### config.mk
export PLATFORM = sky130hd
export DESIGN_NAME = reg_bus_master
export DESIGN_NICKNAME = d
export VERILOG_FILES = /design/src/rtl/reg_bus_pkg.sv /design/src/rtl/reg_bus_rd_mux.sv /design/src/rtl/reg_bus_master.sv
export SDC_FILE = /design/constraint.sdc
export NUM_CORES = 1
export LEC_CHECK = 0
export ABC_AREA = 1
export BUFFER_PORTS_ARGS = -buffer_cell sky130_fd_sc_hd__buf_2
export CAP_MARGIN = 20
export CORE_MARGIN = 2
export CORE_UTILIZATION = 35
export DETAILED_ROUTE_END_ITERATION = 10
export GPL_ROUTABILITY_DRIVEN = 1
export REMOVE_ABC_BUFFERS = 1
export SYNTH_ARGS = -nofsm -noshare
export SYNTH_HDL_FRONTEND = slang
export SYNTH_SLANG_ARGS = --single-unit
### constraint.sdc
create_clock -name i_sys_clk -period 1.1 [get_ports i_sys_clk]
set_input_delay 0.165 -clock i_sys_clk [delete_from_list [all_inputs] [get_ports i_sys_clk]]
set_output_delay 0.165 -clock i_sys_clk [all_outputs]
set_load 0.05 [all_outputs]
### src/rtl/reg_bus_pkg.sv
// Shared types and constants for the register-bus initiator: command byte layout,
// FSM state encoding and the read-back value used for unpopulated module slots.
package reg_bus_pkg;

    localparam int IOC_W  = 5;
    localparam int DATA_W = 8;
    localparam int SEL_W  = 2;

    localparam int CMD_RW_BIT = 7;
    localparam int CMD_SEL_HI = 6;
    localparam int CMD_SEL_LO = 5;
    localparam int CMD_IOC_HI = 4;
    localparam int CMD_IOC_LO = 0;

    localparam logic [DATA_W-1:0] RD_INVALID = 8'hFF;

    typedef enum logic [2:0] {
        IDLE,
        WR_DATA,
        WR_STROBE,
        RD_FETCH,
        RD_WAIT,
        RD_RESP
    } bus_state_t;

    typedef struct packed {
        logic             rd;
        logic [SEL_W-1:0] sel;
        logic [IOC_W-1:0] ioc;
    } cmd_t;

    function automatic cmd_t decode_cmd(input logic [DATA_W-1:0] b);
        cmd_t c;
        c.rd  = b[CMD_RW_BIT];
        c.sel = b[CMD_SEL_HI:CMD_SEL_LO];
        c.ioc = b[CMD_IOC_HI:CMD_IOC_LO];
        return c;
    endfunction

    function automatic logic sel_in_range(input logic [SEL_W-1:0] sel, input int n);
        return (int'(sel) < n);
    endfunction

endpackage

### src/rtl/reg_bus_rd_mux.sv
// Registered read-data select: captures the addressed slave's byte, or RD_INVALID
// when the module select points past the populated slaves.
module reg_bus_rd_mux
    import reg_bus_pkg::*;
#(
    parameter int N_MODULES = 4
) (
    input  logic                          i_sys_clk,
    input  logic                          i_rst,
    input  logic                          capture,
    input  logic [SEL_W-1:0]              sel,
    input  logic [DATA_W*N_MODULES-1:0]   rd_data,
    output logic [DATA_W-1:0]             rd_byte
);

    logic [DATA_W-1:0] sel_byte;

    // Loop compare keeps every slice index constant, so an out-of-range select never slices.
    always_comb begin
        sel_byte = RD_INVALID;
        for (int k = 0; k < N_MODULES; k++) begin
            if (sel == SEL_W'(k)) begin
                sel_byte = rd_data[DATA_W*k +: DATA_W];
            end
        end
    end

    always_ff @(posedge i_sys_clk or posedge i_rst) begin
        if (i_rst) begin
            rd_byte <= '0;
        end else if (capture) begin
            rd_byte <= sel_byte;
        end
    end

endmodule

### src/rtl/reg_bus_master.sv
// Register-bus initiator: parses SPI bytes into fetch/load strobes on up to four slaves.
// Optional REG_BUS_MASTER_AUTOINC_EN turns bytes after a write into a write burst at ioc+1.
module reg_bus_master
    import reg_bus_pkg::*;
#(
    parameter int N_MODULES = 4
) (
    input  logic                          i_sys_clk,
    input  logic                          i_rst,
    input  logic [7:0]                    i_rx_data,
    input  logic                          i_rx_valid,
    input  logic                          i_frame_active,
    output logic [7:0]                    o_tx_data,
    output logic                          o_tx_valid,
    output logic [4:0]                    o_ioc,
    output logic [7:0]                    o_data_out,
    output logic [N_MODULES-1:0]          o_cs,
    output logic                          o_fetch_cmd,
    output logic                          o_load_cmd,
    input  logic [8*N_MODULES-1:0]        i_rd_data,
    output logic                          o_err_sel,
    output logic                          o_err_overrun
);

    bus_state_t             state, state_n;
    cmd_t                   cmd_q, cmd_n;
    logic [DATA_W-1:0]      data_q, data_n;
    logic [N_MODULES-1:0]   cs_q, cs_n;
    logic                   fetch_q, fetch_n;
    logic                   load_q, load_n;
    logic                   tx_valid_q, tx_valid_n;
    logic                   err_sel_q, err_sel_n;
    logic                   overrun_q, overrun_n;
    logic                   rd_capture;
    logic                   strobe_n;
    logic                   sel_ok;

    always_comb begin
        state_n    = state;
        cmd_n      = cmd_q;
        data_n     = data_q;
        overrun_n  = 1'b0;
        rd_capture = 1'b0;

        // A dropped frame wins over everything, including a byte strobed on the same edge.
        if (!i_frame_active) begin
            state_n = IDLE;
        end else begin
            case (state)
                IDLE: begin
                    if (i_rx_valid) begin
                        cmd_n   = decode_cmd(i_rx_data);
                        state_n = cmd_n.rd ? RD_FETCH : WR_DATA;
                    end
                end
                WR_DATA: begin
                    if (i_rx_valid) begin
                        data_n  = i_rx_data;
                        state_n = WR_STROBE;
                    end
                end
                WR_STROBE: begin
                    overrun_n = i_rx_valid;
`ifdef REG_BUS_MASTER_AUTOINC_EN
                    cmd_n.ioc = cmd_q.ioc + 5'd1;
                    state_n   = WR_DATA;
`else
                    state_n   = IDLE;
`endif
                end
                RD_FETCH: begin
                    overrun_n = i_rx_valid;
                    state_n   = RD_WAIT;
                end
                RD_WAIT: begin
                    overrun_n  = i_rx_valid;
                    rd_capture = 1'b1;
                    state_n    = RD_RESP;
                end
                RD_RESP: begin
                    overrun_n = i_rx_valid;
                    state_n   = IDLE;
                end
                default: state_n = IDLE;
            endcase
        end

        // Strobes are computed from the next state so they appear registered in that state.
        strobe_n   = (state_n == WR_STROBE) || (state_n == RD_FETCH);
        sel_ok     = sel_in_range(cmd_n.sel, N_MODULES);
        load_n     = (state_n == WR_STROBE) && sel_ok;
        fetch_n    = (state_n == RD_FETCH) && sel_ok;
        err_sel_n  = strobe_n && !sel_ok;
        tx_valid_n = (state_n == RD_RESP);
        cs_n       = '0;
        for (int k = 0; k < N_MODULES; k++) begin
            cs_n[k] = strobe_n && sel_ok && (cmd_n.sel == SEL_W'(k));
        end
    end

    always_ff @(posedge i_sys_clk or posedge i_rst) begin
        if (i_rst) begin
            state      <= IDLE;
            cmd_q      <= '0;
            data_q     <= '0;
            cs_q       <= '0;
            fetch_q    <= 1'b0;
            load_q     <= 1'b0;
            tx_valid_q <= 1'b0;
            err_sel_q  <= 1'b0;
            overrun_q  <= 1'b0;
        end else begin
            state      <= state_n;
            cmd_q      <= cmd_n;
            data_q     <= data_n;
            cs_q       <= cs_n;
            fetch_q    <= fetch_n;
            load_q     <= load_n;
            tx_valid_q <= tx_valid_n;
            err_sel_q  <= err_sel_n;
            overrun_q  <= overrun_n;
        end
    end

    reg_bus_rd_mux #(
        .N_MODULES (N_MODULES)
    ) u_rd_mux (
        .i_sys_clk (i_sys_clk),
        .i_rst     (i_rst),
        .capture   (rd_capture),
        .sel       (cmd_q.sel),
        .rd_data   (i_rd_data),
        .rd_byte   (o_tx_data)
    );

    assign o_tx_valid    = tx_valid_q;
    assign o_ioc         = cmd_q.ioc;
    assign o_data_out    = data_q;
    assign o_cs          = cs_q;
    assign o_fetch_cmd   = fetch_q;
    assign o_load_cmd    = load_q;
    assign o_err_sel     = err_sel_q;
    assign o_err_overrun = overrun_q;

endmodule

# Word level (Yosys, flattened, before mapping)
# Cells that the tools add are included.
# totals
regBits,34
inputBits,44
elab_cells,51
# op_classes
n_eq_ne,14
n_mux,16
reduce_logical,11
# op_table
cell,n
8-bit two-way mux,4
7-bit two-way mux,3
3-bit by 2-bit == test with 1-bit output (second input constant),4
3-bit one-hot mux with 4 select lines,1
3-bit == test (second input constant),3
3-bit two-way mux,3
2-bit == test (second input constant),4
3-bit AND reduction,2
2-bit by 1-bit == test with 1-bit output (second input constant),2
1-bit logical AND,4
2-bit logical NOT,2
1-bit two-way mux,4
4-bit OR reduction,1
3-bit by 1-bit == test with 1-bit output (second input constant),1
3-bit logical NOT,1
2-bit two-way mux,1
1-bit logical OR,1

# Depth between registers and ports, before layout
# Gate-level depths: netlist (run 1).
# depth
depth_word,7
ltp_mapped,7
ltp_nobuf,7

# Cells and area by module
# A second synthesis (run 1) with hierarchy kept.
# unflattened
cells_unflattened,225
area_unflattened_um2,1689.1
# by_module_without_submodules
module,instances,cells_each,area_each_um2
reg_bus_master,1,125,1098.6
reg_bus_rd_mux,1,100,590.6

# Worst setup path after synthesis (run 1)
# No wires, ideal clock.
# synth_path
path_type,reg2reg
start,register state[1]
end,register cs_q[2] (netlist: o_cs[2])
setup_time_ns,0.123
t_arrival_ns,1.074
required_time_ns,0.977
setup_slack_ns,-0.096
path_stages_with_launch,7
n_path_buf,0
synth_period_minus_slack_ns,1.196
path_cell_list,dfrtp_1 nor2_4 nand3_2 nand2_1 nand2_2 nand2_1 nor2_1
# synth_lines
item,line,text
start: declaration,reg_bus_master.sv:25,"bus_state_t state, state_n;"
start signal: assignment,reg_bus_master.sv:113,state <= state_n;
end signal: assignment,reg_bus_master.sv:116,cs_q <= cs_n;
end: declaration,reg_bus_master.sv:28,"logic [N_MODULES-1:0] cs_q, cs_n;"

==> impl_metrics.yaml, run 1 <==
run_status:
  status: "complete, but fails checks"
  violations: "negative setup slack"
critical_path:
  crit_required_ns: 1.32
  critical_path_class: "reg2reg"
  rr_worst_depth: 7
  endpoint_kind: "flop"
  crit_arrival_ns: 1.43
  crit_fanout: 6
  crit_path_start_kind: "flop"
power_and_ir_drop:
  irDropWorstVdd_mv: 0.942
  p_leak_nw: 1.41
  cellPowerDensity_nw_per_um2: 1970
  total_power_w: 0.00485
synth:
  synth-seq-cells: 34
  ys_warn_count: 0
  synth_top_cell_by_area: "dfrtp_1"
  yosysSeqAreaShare: 0.508
  syn_area_per_cell_um2: 7.65
  synth_area_leaders: "dfrtp_1, nand2_1, nor2_1"
  synth_cells: 219
  syn_area_um2: 1680
  yosys.cell_types.count: 24
  yosysTopAreaCellShare: 0.508
clocking:
  cts_root_buf: "clkbuf_8"
  cts_buffer_depth: 2
  cts_sinks: 34
  clock_latency_ns: 0.29
  htreeDepth: 2
  cts_buffers: 5
  cts_tree: "yes"
  clkTransAtPathRegs_ns: 0.07
routing:
  drc_errors: 0
  vias_per_cell: 4.57
  ant_nets: 0
  vias: 1676
  dr.pass1.iters: 4
  routed_wirelength_um: 4470
  post_drt_wl_per_cell_um: 12.2
  drtIter0Drc: 43
global_route:
  grt_util_met2: 0.286
  overflow: 0
  antenna_found_initial: 0
  grt_use_total: 0.175
  grt_pass1_wl_um: 7070
  use_met3: 0.0649
  grt_pass1_vias: 1544
  grt_busiest_layer: "met2"
  gr-usage-met1: 0.214
  grt_max_degree: 35
floorplanning:
  start_util: 0.359
  io_pins: 74
  coreArea_um2: 4660
  num_rows: 25
  die_y_um: 73.2
  dieWidth_um: 73.2
  die_area_um2: 5360
worst_hold_path:
  hold_depth: 3
  hold_path_class: "in2reg"
final_layout:
  layout_commonest_cell: "nand2_1"
  area_growth_pct: 46.7
  antenna_cells: 0
  layout-drive-gt1-share: 0.431
  mostFrequentLayoutCells: "nand2_1, buf_2, dfrtp_1"
  final_nets: 356
place:
  place_ws_ns: -0.140
  hpwl_um: 3190
  gp_congestion: 0.785
  io_buffers: 72
run:
  drv_cap: 0
sta:
  drv_slew: 0
  fin_crit_sh: 1.10
  fmax_mhz: 827
  rsz0062_at_grt: "yes"
  finClkSkew_ns: 0.00388
  finalWorstSetupSlack_ns: -0.109
  hold_viol: 0
  setup_viol: 25
  period_minus_slack_ns: 1.21
  fin_tns_setup_ns: -1.58
==> state kept, by name, summed over array words and instances (netlist names), 2 cells and up <==
signal            cells
o_data_out            8
u_rd_mux.rd_byte      8
o_ioc                 5
o_cs                  4
state                 3
cmd_q                 2
==> layout make-up <==
class	count	area, µm²
repair buffers	95	616
fillers	477	2200
multi-input cells	157	748
inverters	19	80.1
well taps	54	67.6
clock inverters	1	5.00
flip-flops and latches	34	855
clock buffers	7	86.3
==> synthesized netlist by cell type <==
cell type and number:
clkinv_2 1, buf_2 1, nor2_4 1, nor2_1 27, nand3_4 1, or2_2 1, nand2_2 1, buf_4 6
clkbuf_1 1, o21ai_0 12, nand4_1 4, dfrtp_1 34, nand2_1 92, nand3_1 4, nor2_2 1, inv_1 14
inv_2 4, a21oi_1 6, nand3b_1 1, a21boi_0 1, conb_1 1, nand3_2 1, o21ai_2 2, buf_6 2
==> worst max-delay path: stages, from the launching register on <==
cell     delay, ns
dfrtp_2       0.44
nor2_4        0.13
buf_12        0.14
buf_6         0.10
nand4_1       0.08
nand2_1       0.11
nand2_1       0.06
nor2_1        0.09
==> per-layer routing <==
metal / vias to the layer above / part of all wire
met1: 744 / 0.44
met2: 72 / 0.47
met4: 0 / 0.0036
met3: 4 / 0.088
met5: - / 0
li1: 856 / -
==> where the power goes <==
part / switching (W) / internal [W] / total [W]
clock network: 0.000442 / 0.000504 / 0.000946
logic: 0.00151 / 0.000712 / 0.00222
registers: 0.000167 / 0.00152 / 0.00168
==> path summary, 6_finish.rpt <==
| kind | from | to | slack, ns |
|---|---|---|---|
| setup / recovery | state[0] | o_cs[1] | -0.11 |
| setup reg to reg | state[0] | o_cs[1] | -0.11 |
| hold / removal | i_rx_data[0] | o_data_out[0] | 0.09 |
| hold reg to reg | u_rd_mux.rd_byte[1] | u_rd_mux.rd_byte[1] | 0.47 |
| max in group asynchronous | i_rst | state[0] | 0.44 |
| min in group asynchronous | i_rst | o_data_out[1] | 0.47 |
==> what timing repair did <==
action	in CTS	in global routing
endpoints found under the hold margin	34	0
setup endpoints to repair	26	43
gates cloned	1	0
resized for setup	22	25
hold buffers	1	0
pin swaps	10	6
setup buffers	3	0
==> logic make-up (layout without fill, tap and decap cells) <==
family / after synthesis / in the layout / share of synthesized area
buffers and inverters: 29 / 122 / 0.0889
AO/OA/AOI/OAI: 21 / 21 / 0.0687
other: 1 / 1 / 0.00224
AND/OR/NAND/NOR: 134 / 135 / 0.332
flip-flops: 34 / 34 / 0.508
==> metrics by stage <==
step                      std cells  hold WS [ns]  cell area, µm²  utilization
final                           367        0.0914            2460        0.527
after global routing            367        0.0908            2460        0.527
after CTS                       367        0.0803            2390        0.514
after detailed placement        354         0.224            2180        0.468
after global placement          354         0.218            2180        0.468
after floorplan                 209         0.275            1600            -
(Power assumes the default switching activity.)
==> inputs of run 2 (changes only) <==
--- a/config.mk
+++ b/config.mk
@@ -13,6 +13,7 @@
 export DETAILED_ROUTE_END_ITERATION = 10
 export GPL_ROUTABILITY_DRIVEN = 1
 export REMOVE_ABC_BUFFERS = 1
+export SKIP_LAST_GASP = 1
 export SYNTH_ARGS = -nofsm -noshare
 export SYNTH_HDL_FRONTEND = slang
 export SYNTH_SLANG_ARGS = --single-unit
==> constraint.sdc (replaced) <==
create_clock -name i_sys_clk -period 1.5 [get_ports i_sys_clk]
set_input_delay 0.225 -clock i_sys_clk [delete_from_list [all_inputs] [get_ports i_sys_clk]]
set_output_delay 0.225 -clock i_sys_clk [all_outputs]
set_load 0.05 [all_outputs]
==> impl_metrics.yaml, run 2 (same netlist as run 1, synthesis figures left out) <==
run_status:
  status: "finished clean"
final_layout:
  area_growth_pct: 28.4
  fin_area_um2: 2150
  fillers: 493
  layout-drive-gt1-share: 0.333
  layout_commonest_cell: "nand2_1"
  antenna_cells: 0
  mostFrequentLayoutCells: "nand2_1, buf_2, dfrtp_1"
  final_nets: 338
global_route:
  grt_use_total: 0.155
  grt_max_degree: 35
  grt_util_met2: 0.242
  grt_busiest_layer: "met2"
  antenna_found_initial: 0
  grt_pass1_wl_um: 6330
  gr-usage-met1: 0.204
  overflow: 0
  grt_pass1_vias: 1442
  use_met3: 0.0497
sta:
  drv_slew: 0
  finClkSkew_ns: 0.00721
  whs_ns: 0.0229
  fmax_mhz: 737
  rsz0062_at_grt: "no"
  fin_crit_sh: 0.904
  hold_viol: 0
  setup_viol: 0
  finalWorstSetupSlack_ns: 0.144
  period_minus_slack_ns: 1.36
  fin_tns_setup_ns: 0
power_and_ir_drop:
  cellPowerDensity_nw_per_um2: 1510
  p_leak_nw: 1.30
  total_power_w: 0.00325
  irDropWorstVdd_mv: 0.673
critical_path:
  endpoint_kind: "flop"
  crit_fanout: 10
  crit_arrival_ns: 1.52
  crit_path_start_kind: "flop"
  crit_required_ns: 1.67
  rr_worst_depth: 6
  critical_path_class: "reg2reg"
clocking:
  htreeDepth: 2
  clkTransAtPathRegs_ns: 0.07
  cts_tree: "yes"
  post_cts_resize_count: 0
  cts_sinks: 34
  post_cts_buffers: 0
  cts_buffers: 5
  cts_hold_buf: 0
  cts_buffer_depth: 2
  clock_latency_ns: 0.28
  cts_root_buf: "clkbuf_8"
routing:
  vias: 1567
  dr.pass1.iters: 4
  drc_errors: 0
  routed_wirelength_um: 3920
  drtIter0Drc: 41
  ant_nets: 0
  post_drt_wl_per_cell_um: 11.3
  vias_per_cell: 4.50
floorplanning:
  dieWidth_um: 73.2
  die_area_um2: 5360
  coreArea_um2: 4660
  io_pins: 74
  num_rows: 25
  die_y_um: 73.2
  start_util: 0.359
place:
  place_area_um2: 2070
  hpwl_um: 2990
  io_buffers: 72
  gp_congestion: 0.774
  place_ws_ns: 0.145
worst_hold_path:
  hold_path_class: "in2async"
run:
  drv_cap: 0
[run 2: changes by cell type in the layout (fill, tap and decap cells not counted), sizes merged]
cell | before | now
nand3 | 7 | 6
buf | 82 | 78
dlygate4sd3 | 1 | 0
clkinv | 2 | 3
clkbuf | 19 | 5
[run 2: routing by layer]
| layer | share of wire | vias up |
|---|---|---|
| met5 | 0 | - |
| met4 | 0.011 | 0 |
| met3 | 0.081 | 6 |
| met2 | 0.45 | 62 |
| met1 | 0.46 | 680 |
| li1 | - | 819 |
[run 2: where the power goes]
group / switching, W / internal (W) / leakage, nW
registers: 0.000126 / 0.00111 / 0.443
clock network: 0.000318 / 0.000311 / 0.0438
logic: 0.00103 / 0.000352 / 0.817
total: 0.00147 / 0.00177 / 1.30
[run 2: path summary, 6_finish.rpt]
check | start | slack [ns] | endpoint
max | state[1] | 0.14 | o_cs[2]
min | i_rst | 0.02 | u_rd_mux.rd_byte[7]
max reg2reg | state[1] | 0.14 | o_cs[2]
min reg2reg | u_rd_mux.rd_byte[4] | 0.48 | u_rd_mux.rd_byte[4]
max in group asynchronous | i_rst | 1.16 | o_cs[0]
min in group i_sys_clk | i_rx_data[7] | 0.15 | o_data_out[7]
[run 2: layout make-up]
cell class / count / area, µm² / share of cell area
inverters: 19 / 72.6 / 0.0337
clock buffers: 5 / 68.8 / 0.0320
clock inverters: 2 / 10.0 / 0.00465
well taps: 54 / 67.6 / 0.0314
flip-flops and latches: 34 / 851 / 0.396
repair buffers: 78 / 405 / 0.188
multi-input cells: 156 / 676 / 0.314
[run 2: critical path, stage by stage (launching register included)]
cell and delay [ns]:
dfrtp_1 0.45, nor2_4 0.23, nand3_2 0.25, nand2_1 0.14, nand2_2 0.07, nand2_1 0.06
nor2_1 0.04
[run 2: through the flow]
step,utilization,instances
floorplan,-,209
global placement,0.445,341
detailed placement,0.445,341
CTS,0.461,348
global route,0.461,348
finish,0.461,348
